**src/rtl/modport_fifo.sv**
```systemverilog
// Single-clock FIFO with registered read data and wrap-bit pointers.
// Flags come straight from the registered pointers, so they describe the state after the last edge.
module modport_fifo #(
  parameter int DEPTH = 8,
  parameter int WIDTH = 8
) (
  input  logic             clk,
  input  logic             rst,
  input  logic             w_en,
  input  logic             r_en,
  input  logic [WIDTH-1:0] data_in,
  output logic [WIDTH-1:0] data_out,
  output logic             full,
  output logic             empty
);

  localparam int AW = $clog2(DEPTH);

  logic [AW:0]      wptr_q, wptr_d;
  logic [AW:0]      rptr_q, rptr_d;
  logic [WIDTH-1:0] dout_q, dout_d;
  logic [WIDTH-1:0] mem_q [DEPTH];
  logic [AW-1:0]    waddr, raddr;
  logic             wr_acc, rd_acc;

  assign waddr = wptr_q[AW-1:0];
  assign raddr = rptr_q[AW-1:0];

  // Same address with opposite wrap bits means the writer is one full lap ahead.
  assign empty = (wptr_q == rptr_q);
  assign full  = (waddr == raddr) && (wptr_q[AW] != rptr_q[AW]);

  assign wr_acc = w_en && !full;
  assign rd_acc = r_en && !empty;

  always_comb begin
    wptr_d = wptr_q;
    rptr_d = rptr_q;
    dout_d = dout_q;
    if (wr_acc) wptr_d = wptr_q + 1'b1;
    if (rd_acc) begin
      rptr_d = rptr_q + 1'b1;
      dout_d = mem_q[raddr];
    end
  end

  always_ff @(posedge clk or posedge rst) begin
    if (rst) begin
      wptr_q <= '0;
      rptr_q <= '0;
      dout_q <= '0;
    end else begin
      wptr_q <= wptr_d;
      rptr_q <= rptr_d;
      dout_q <= dout_d;
    end
  end

  // Storage is deliberately left out of reset; the pointers alone define validity.
  always_ff @(posedge clk) begin
    if (wr_acc) mem_q[waddr] <= data_in;
  end

  assign data_out = dout_q;

endmodule

```
**config.mk**
```make
export PLATFORM = sky130hd
export DESIGN_NAME = modport_fifo
export DESIGN_NICKNAME = d
export VERILOG_FILES = /design/src/rtl/modport_fifo.sv
export SDC_FILE = /design/constraint.sdc
export NUM_CORES = 1
export LEC_CHECK = 0
export ABC_CLOCK_PERIOD_IN_PS = 2450
export CAP_MARGIN = 5
export CORE_ASPECT_RATIO = 1.4
export CORE_MARGIN = 5
export CORE_UTILIZATION = 30
export DETAILED_ROUTE_END_ITERATION = 7
export GPL_TIMING_DRIVEN = 0
export PLACE_DENSITY = 0.44
export SYNTH_ARGS = -nofsm -noshare
export SYNTH_HDL_FRONTEND = slang
export SYNTH_SLANG_ARGS = --single-unit
```
**constraint.sdc**
```tcl
create_clock -name clk -period 2.45 [get_ports clk]
set_input_delay 0.49 -clock clk [delete_from_list [all_inputs] [get_ports clk]]
set_output_delay 0.49 -clock clk [all_outputs]
set_load 0.1 [all_outputs]
```
* After elaboration in Yosys (flattened, before gate mapping)
Memory sizes are Yosys's and may differ from the RTL's. A register that Yosys moved wholly into a read port is not among the register bits. Index checks and enable logic that the tools add are counted. Widths: inputs -> output; s select.
Cells by class: eq/ne operators 3, reductions and logical operators 5, mux-type cells 2, add/sub/neg operators 2
Operator list (number):
- $add 4x1->4 const B | 2
- $eq 4x4->1 | 1
- $eq 3x3->1 | 1
- $logic_and 1x1->1 | 3
- $logic_not 1->1 | 2
- $mux 1 | 2
- $ne 1x1->1 | 1
Word-level totals: register bits after elaboration 8, input bits 12, output and inout port bits 10, logic and storage cells 15, memories 1, memory bits (writable) 64
Memories:
- mem_q | depth 8, width 8, rd ports 1, clocked after memory_dff 1, write ports 1, RTL line 22 | logic [WIDTH-1:0] mem_q [DEPTH];

* Longest topological paths before layout
Gate-level depths: netlist of run 1.
depth after elaboration 6, gate-level depth with buffers 6, gate-level depth less buffers 4

* Worst setup path after synthesis of run 1
Ideal clock, no wire load.
path type register to output, start point register rptr_q[0], end point output port empty, arrival time 3080 ps, data required time 1960 ps, cell stages (with the launch flop) 5, path buffers 1, slack -1120 ps, cells stage by stage dfrtp_1 -> buf_6 -> xor2_4 -> or2_2 -> nor3_1
On the way: cells in the longest elaborated chain, start to end 1
RTL lines:
- from (decl) | RTL line 20 | logic [AW:0] rptr_q, rptr_d;
- from (signal assigned) | RTL line 54 | rptr_q <= rptr_d;
- $eq 4x4->1 | RTL line 30 | assign empty = (wptr_q == rptr_q);
- to (decl) | RTL line 14 | output logic empty
Every way passes these cells.

* Final worst setup path of run 1
Ends and elaborated chain as after synthesis.

==> out/results.txt, run 1 <==
Starting Density: 30.3%
Final Max Slew Viols: 0
Non-Filler Instances: 348
cts hold-fix bufs: 0
unrepaired setup endpoints after global routing: no
Worst Path Arrival: 1870 ps
Clock Latency Late Sink: 330 ps
Leak: 0.00140 uW
Yosys warnings: 0
via count: 1562
crit path launch type: register
initial antenna violation count: 0
core area: 0.0108 mm2
row count: 45
worst vdd ir: 0.000368 V
worst slack at placement: -406 ps
final worst slack: 92.7 ps
Synth Register Bits: 80
fin nets: 216
Setup crit end kind: primary output
synthesized area: 0.00326 mm2
Max Fanout on Critical Path: 10
Post-CTS Resized: 19
die span in y: 133 um
H-Tree Depth: 3
Worst-path clk slew: 60 ps
Total Routing Usage GR: 10.9%
Area Growth Syn to Fin: 24.3%
vias in the first global route: 1691
Die Area: 0.0131 mm2
Initial DRC Count: 117
ANT nets after route: 0
Mapped Cells: 170
sequential element share of the synthesized area: 71.3%
number of I/O pins: 22
Max-slew headroom: 34.9%
Critical Path RT: 1960 ps
max-cap violations: 0
Routed wire per std cell: 19.2 um
Post-CTS Setup Repair Bufs: 0
antenna cells: 0
CTS root buffer: clkbuf_16
syn nets: 184
Post-route DRC: 0
skew final: 9.05 ps
Initial DRT Pass Iterations: 4
CTS max path bufs: 2
CTS tree: built
gr ovfl total: 0
TNS Setup: 0 ps
DP Cell Count: 332
fin crit period: 2360 ps
clock sinks: 80
TritonCTS Buffers: 9
vias per inst: 4.49
I/O Buffers: 21
hold slack: 483 ps
Hold Violations, Final: 0
Synth cell types: 29
status: finished clean
final setup vio count: 0
Hold Crit Class: register to register
worst setup path class: register to primary output
global-route wire length before repair: 10100 um
GP Congestion: 0.675
Final Cycle Share: 96.2%
hpwl dp: 4220 um
Power Density: 1420 mW/mm2
routed wire length: 6670 um
highest clock rate: 424 MHz
Slew @ Worst Pin: 974 ps
share of cells above drive strength 1: 26.1%
syn avg cell area: 19.2 um2
die width: 98.0 um
largest net degree at the start of global routing: 17
fill cell count: 981
## placed cells by master (no fill, tap or decap), types with 4 or more instances in the layout
cell type,instances
edfxtp_1,64
clkdlybuf4s50_1,19
mux2i_1,8
clkbuf_16,9
xor2_1,5
dfrtp_1,16
nand2_1,11
mux4_2,13
inv_1,4
buf_4,6
o21ai_0,6
## cell type report
| class | count | area (um2) | area share [%] |
|---|---|---|---|
| flip-flops and latches | 80 | 2320 | 57.4 |
| repair buffers | 21 | 205 | 5.07 |
| inverters | 4 | 15.0 | 0.371 |
| clock inverters | 5 | 105 | 2.60 |
| well taps | 141 | 176 | 4.36 |
| clock buffers | 11 | 233 | 5.75 |
| multi-input cells | 78 | 937 | 23.2 |
| plain buffers | 8 | 53.8 | 1.33 |
## synthesized netlist by cell type, drive strengths merged
cell	instances	area, um2
buf	8	53.8
dfrtp	16	400
edfxtp	64	1920
ha	2	25.0
inv	4	15.0
mux2	2	30.0
mux2i	8	80.1
mux4	16	372
nand2	11	41.3
nand2b	2	15.0
nand3	1	5.00
nor2	8	30.0
nor3	5	30.0
o21ai	8	40.0
o41ai	2	55.1
or2	2	12.5
or2b	1	7.51
xnor2	2	17.5
xor2	8	104
## through the flow
step                      instance area [um2]  power (uW)  utilization, %
after detailed placement                 3660        4280            34.1
after global placement                   3650        4230            34.0
final                                    4050        5760            37.6
after global routing                     4050        6050            37.6
after CTS                                4020        5820            37.4
after floorplan                          3270        3690               -
## logic make-up after synthesis
| kind of cell | count (synthesis) | share of synthesized area [%] |
|---|---|---|
| fa+ha+maj | 2 | 0.769 |
| buf+inv | 12 | 2.11 |
| simple gates | 30 | 4.34 |
| flops | 80 | 71.3 |
| mux | 26 | 14.8 |
| xor+xnor | 10 | 3.73 |
| compound gates | 10 | 2.92 |
## final timing paths
check	slack (ps)	startpoint	end	cells after the start
worst max-delay path	90	rptr_q[0]	empty	5
worst min-delay path	480	data_out[2]	data_out[2]	2
worst max register to register	180	wptr_q[1]	mem_q[6][1]	4
worst min register to register	480	data_out[2]	data_out[2]	2
max in group asynchronous	1410	rst	data_out[5]	2
min in group asynchronous	580	rst	data_out[1]	2
## per-layer routing
layer | track usage (%) | share of wire, % | routed length [um]
met1 | 13.3 | 43 | 2860
met2 | 18.0 | 52 | 3500
met3 | 3.35 | 3.3 | 221
met4 | 4.62 | 1.4 | 94
met5 | 0 | 0 | 0
## critical path, stage by stage, from the launching register on
cell and delay [ps]:
dfrtp_1 390, buf_6 180, xor2_4 210, or2_2 340, nor3_2 100, buf_4 310
## flip-flops by register name, summed over array words and instances (netlist names)
signal    flops
mem_q        64
data_out      8
rptr_q        4
wptr_q        4
## power breakdown
part           switching [uW]  internal, uW  leakage (uW)
logic                    1520           799      0.000474
clock network             498           995      0.000156
registers                 163          1780      0.000773
No activity file was read; power rests on OpenSTA's default activity.
==> inputs of run 2 (changes only) <==
Settings changed: CORE_UTILIZATION 30 to 29, GPL_TIMING_DRIVEN 0 to default, PLACE_DENSITY 0.44 to 0.43.
==> run 2 against run 1 <==
- non-clock buffer count up 8
- sequential share of layout area up 0.34 points
- cell area down 0.59%
- clock power down 9%
- worst hold slack better by 2.9 ps
- count of clock-buffer cells in the layout up 1
- critical path type unchanged
- largest power group unchanged
==> out/results.txt, run 2 (synthesis results as in run 1) <==
status: finished clean
number of I/O pins: 22 (unchanged)
H-Tree Depth: 3 (unchanged)
routed wire length: 6060 um (-9.2%)
commonest non-fill, non-tap cell in the layout: edfxtp_1
cts hold-fix bufs: 0 (unchanged)
skew final: 7.88 ps (-1.17 ps)
TritonCTS Buffers: 9 (unchanged)
worst setup path class: register to primary output
GP Congestion: 0.781 (+16%)
Worst Path Arrival: 1810 ps (-60 ps)
Starting Density: 29.8% (-0.47 points)
max-cap violations: 0 (unchanged)
I/O Buffers: 21 (unchanged)
CTS root buffer: clkbuf_16
Initial DRC Count: 56 (-52%)
Initial DRT Pass Iterations: 4 (unchanged)
commonest non-fill, non-tap cells in the layout: 64 x edfxtp_1, 24 x buf_4, 16 x dfrtp_1
total power: 5540 uW (-3.9%)
Area Growth Syn to Fin: 23.6%
Final Cycle Share: 93.7% (-2.5 points)
core area: 0.0109 mm2 (+1.6%)
Final Max Slew Viols: 0 (unchanged)
Post-route DRC: 0 (unchanged)
row count: 45 (unchanged)
ANT nets after route: 0 (unchanged)
largest net degree at the start of global routing: 20 (+3)
cell area after layout: 0.00402 mm2 (-0.59%)
highest clock rate: 436 MHz (+2.7%)
CTS tree: built
Critical Path RT: 1960 ps (about the same)
Die Area: 0.0135 mm2 (+3.1%)
unrepaired setup endpoints after global routing: no
Post-DP Area: 0.00372 mm2 (+1.5%)
max reg flops: 64 (unchanged)
final setup vio count: 0 (unchanged)
Top reg by flops: mem_q
clock sinks: 80 (unchanged)
Slew @ Worst Pin: 681 ps (-293 ps)
hpwl dp: 4300 um (+1.8%)
initial antenna violation count: 0 (unchanged)
vias in the first global route: 1723 (+1.9%)
die width: 99.5 um (+1.5%)
Non-Filler Instances: 356 (+2.3%)
Hold Crit Class: register to register
vias per inst: 4.30 (-4.2%)
Max-slew headroom: 54.5% (+20 points)
Clock Latency Late Sink: 330 ps (about the same)
fill cell count: 1037 (+5.7%)
via count: 1531 (-2.0%)
Power Density: 1380 mW/mm2 (-3.4%)
Total Routing Usage GR: 10.1% (-0.88 points)
Post-CTS Setup Repair Bufs: 0 (unchanged)
Setup crit end kind: primary output
gr ovfl total: 0 (unchanged)
die span in y: 135 um (+1.6%)
fin crit period: 2300 ps (-61.1 ps)
Max Fanout on Critical Path: 7 (-3)
DP Cell Count: 340 (+2.4%)
crit path launch type: register
final core utilization: 36.8% (-0.80 points)
Routed wire per std cell: 17.0 um (-11%)
footprint of the multi-input gates: 875 um2 (-6.7%)
Post-CTS Resized: 0 (-19)
final worst slack: 154 ps (+61.1 ps)
antenna cells: 0 (unchanged)
fin nets: 224 (+3.7%)
share of cells above drive strength 1: 29.3% (+3.2 points)
global-route wire length before repair: 9690 um (-4.1%)
CTS max path bufs: 2 (unchanged)
Worst-path clk slew: 60 ps (about the same)
Hold Violations, Final: 0 (unchanged)
Reg area: 0.00232 mm2 (unchanged)
Leak: 0.00145 uW (+3.3%)
worst vdd ir: 0.000385 V (+4.4%)
worst slack at placement: 360 ps (+766 ps)
[run 2: cell types whose count changed in the layout (fill, tap and decap cells not counted), sizes merged]
| cell | previous run | this run |
|---|---|---|
| clkdlybuf4s50 | 19 | 11 |
| bufinv | 3 | 2 |
| clkbuf | 11 | 12 |
| buf | 10 | 26 |
| clkinv | 0 | 2 |
| clkinvlp | 2 | 0 |
[run 2: per-stage QoR]
step | hold WS [ps] | setup TNS [ps]
2_1_floorplan | 404 | -537
3_3_place_gp | 468 | 0
3_5_place_dp | 480 | 0
4_1_cts | 493 | 0
5_1_grt | 525 | 0
6_report | 486 | 0
[run 2: area by class of cell]
type / instances / share of cell area [%]
multi-input combinational: 78 / 21.7
tap: 141 / 4.38
clock buffer: 12 / 5.88
timing repair buffer: 37 / 8.21
inverter: 4 / 0.373
sequential: 80 / 57.7
clock inverter: 4 / 1.71
[run 2: metal layers]
metal	wire length [um]	track usage, %
met1	2370	10.6
met2	3380	18.2
met3	194	2.06
met4	115	6.15
met5	0	0
[run 2: critical path, cell delays in order, from the launching register on]
cell     delay [ps]
dfrtp_1         470
xor2_2          250
or2_2           330
nor3_2          200
buf_12          210
[run 2: report_power, final]
part | internal [uW] | switching (uW)
sequential | 1780 | 185
combinational | 820 | 1400
clock | 887 | 465
[run 2: worst paths after layout]
check,cells past startpoint,endpoint,from,slack (ps)
max,4,full,wptr_q[2],150
min,2,data_out[4],data_out[4],490
max reg2reg,5,mem_q[4][1],wptr_q[1],500
min reg2reg,2,data_out[4],data_out[4],490
max in group asynchronous,2,rptr_q[2],rst,1440
min in group asynchronous,2,data_out[4],rst,570
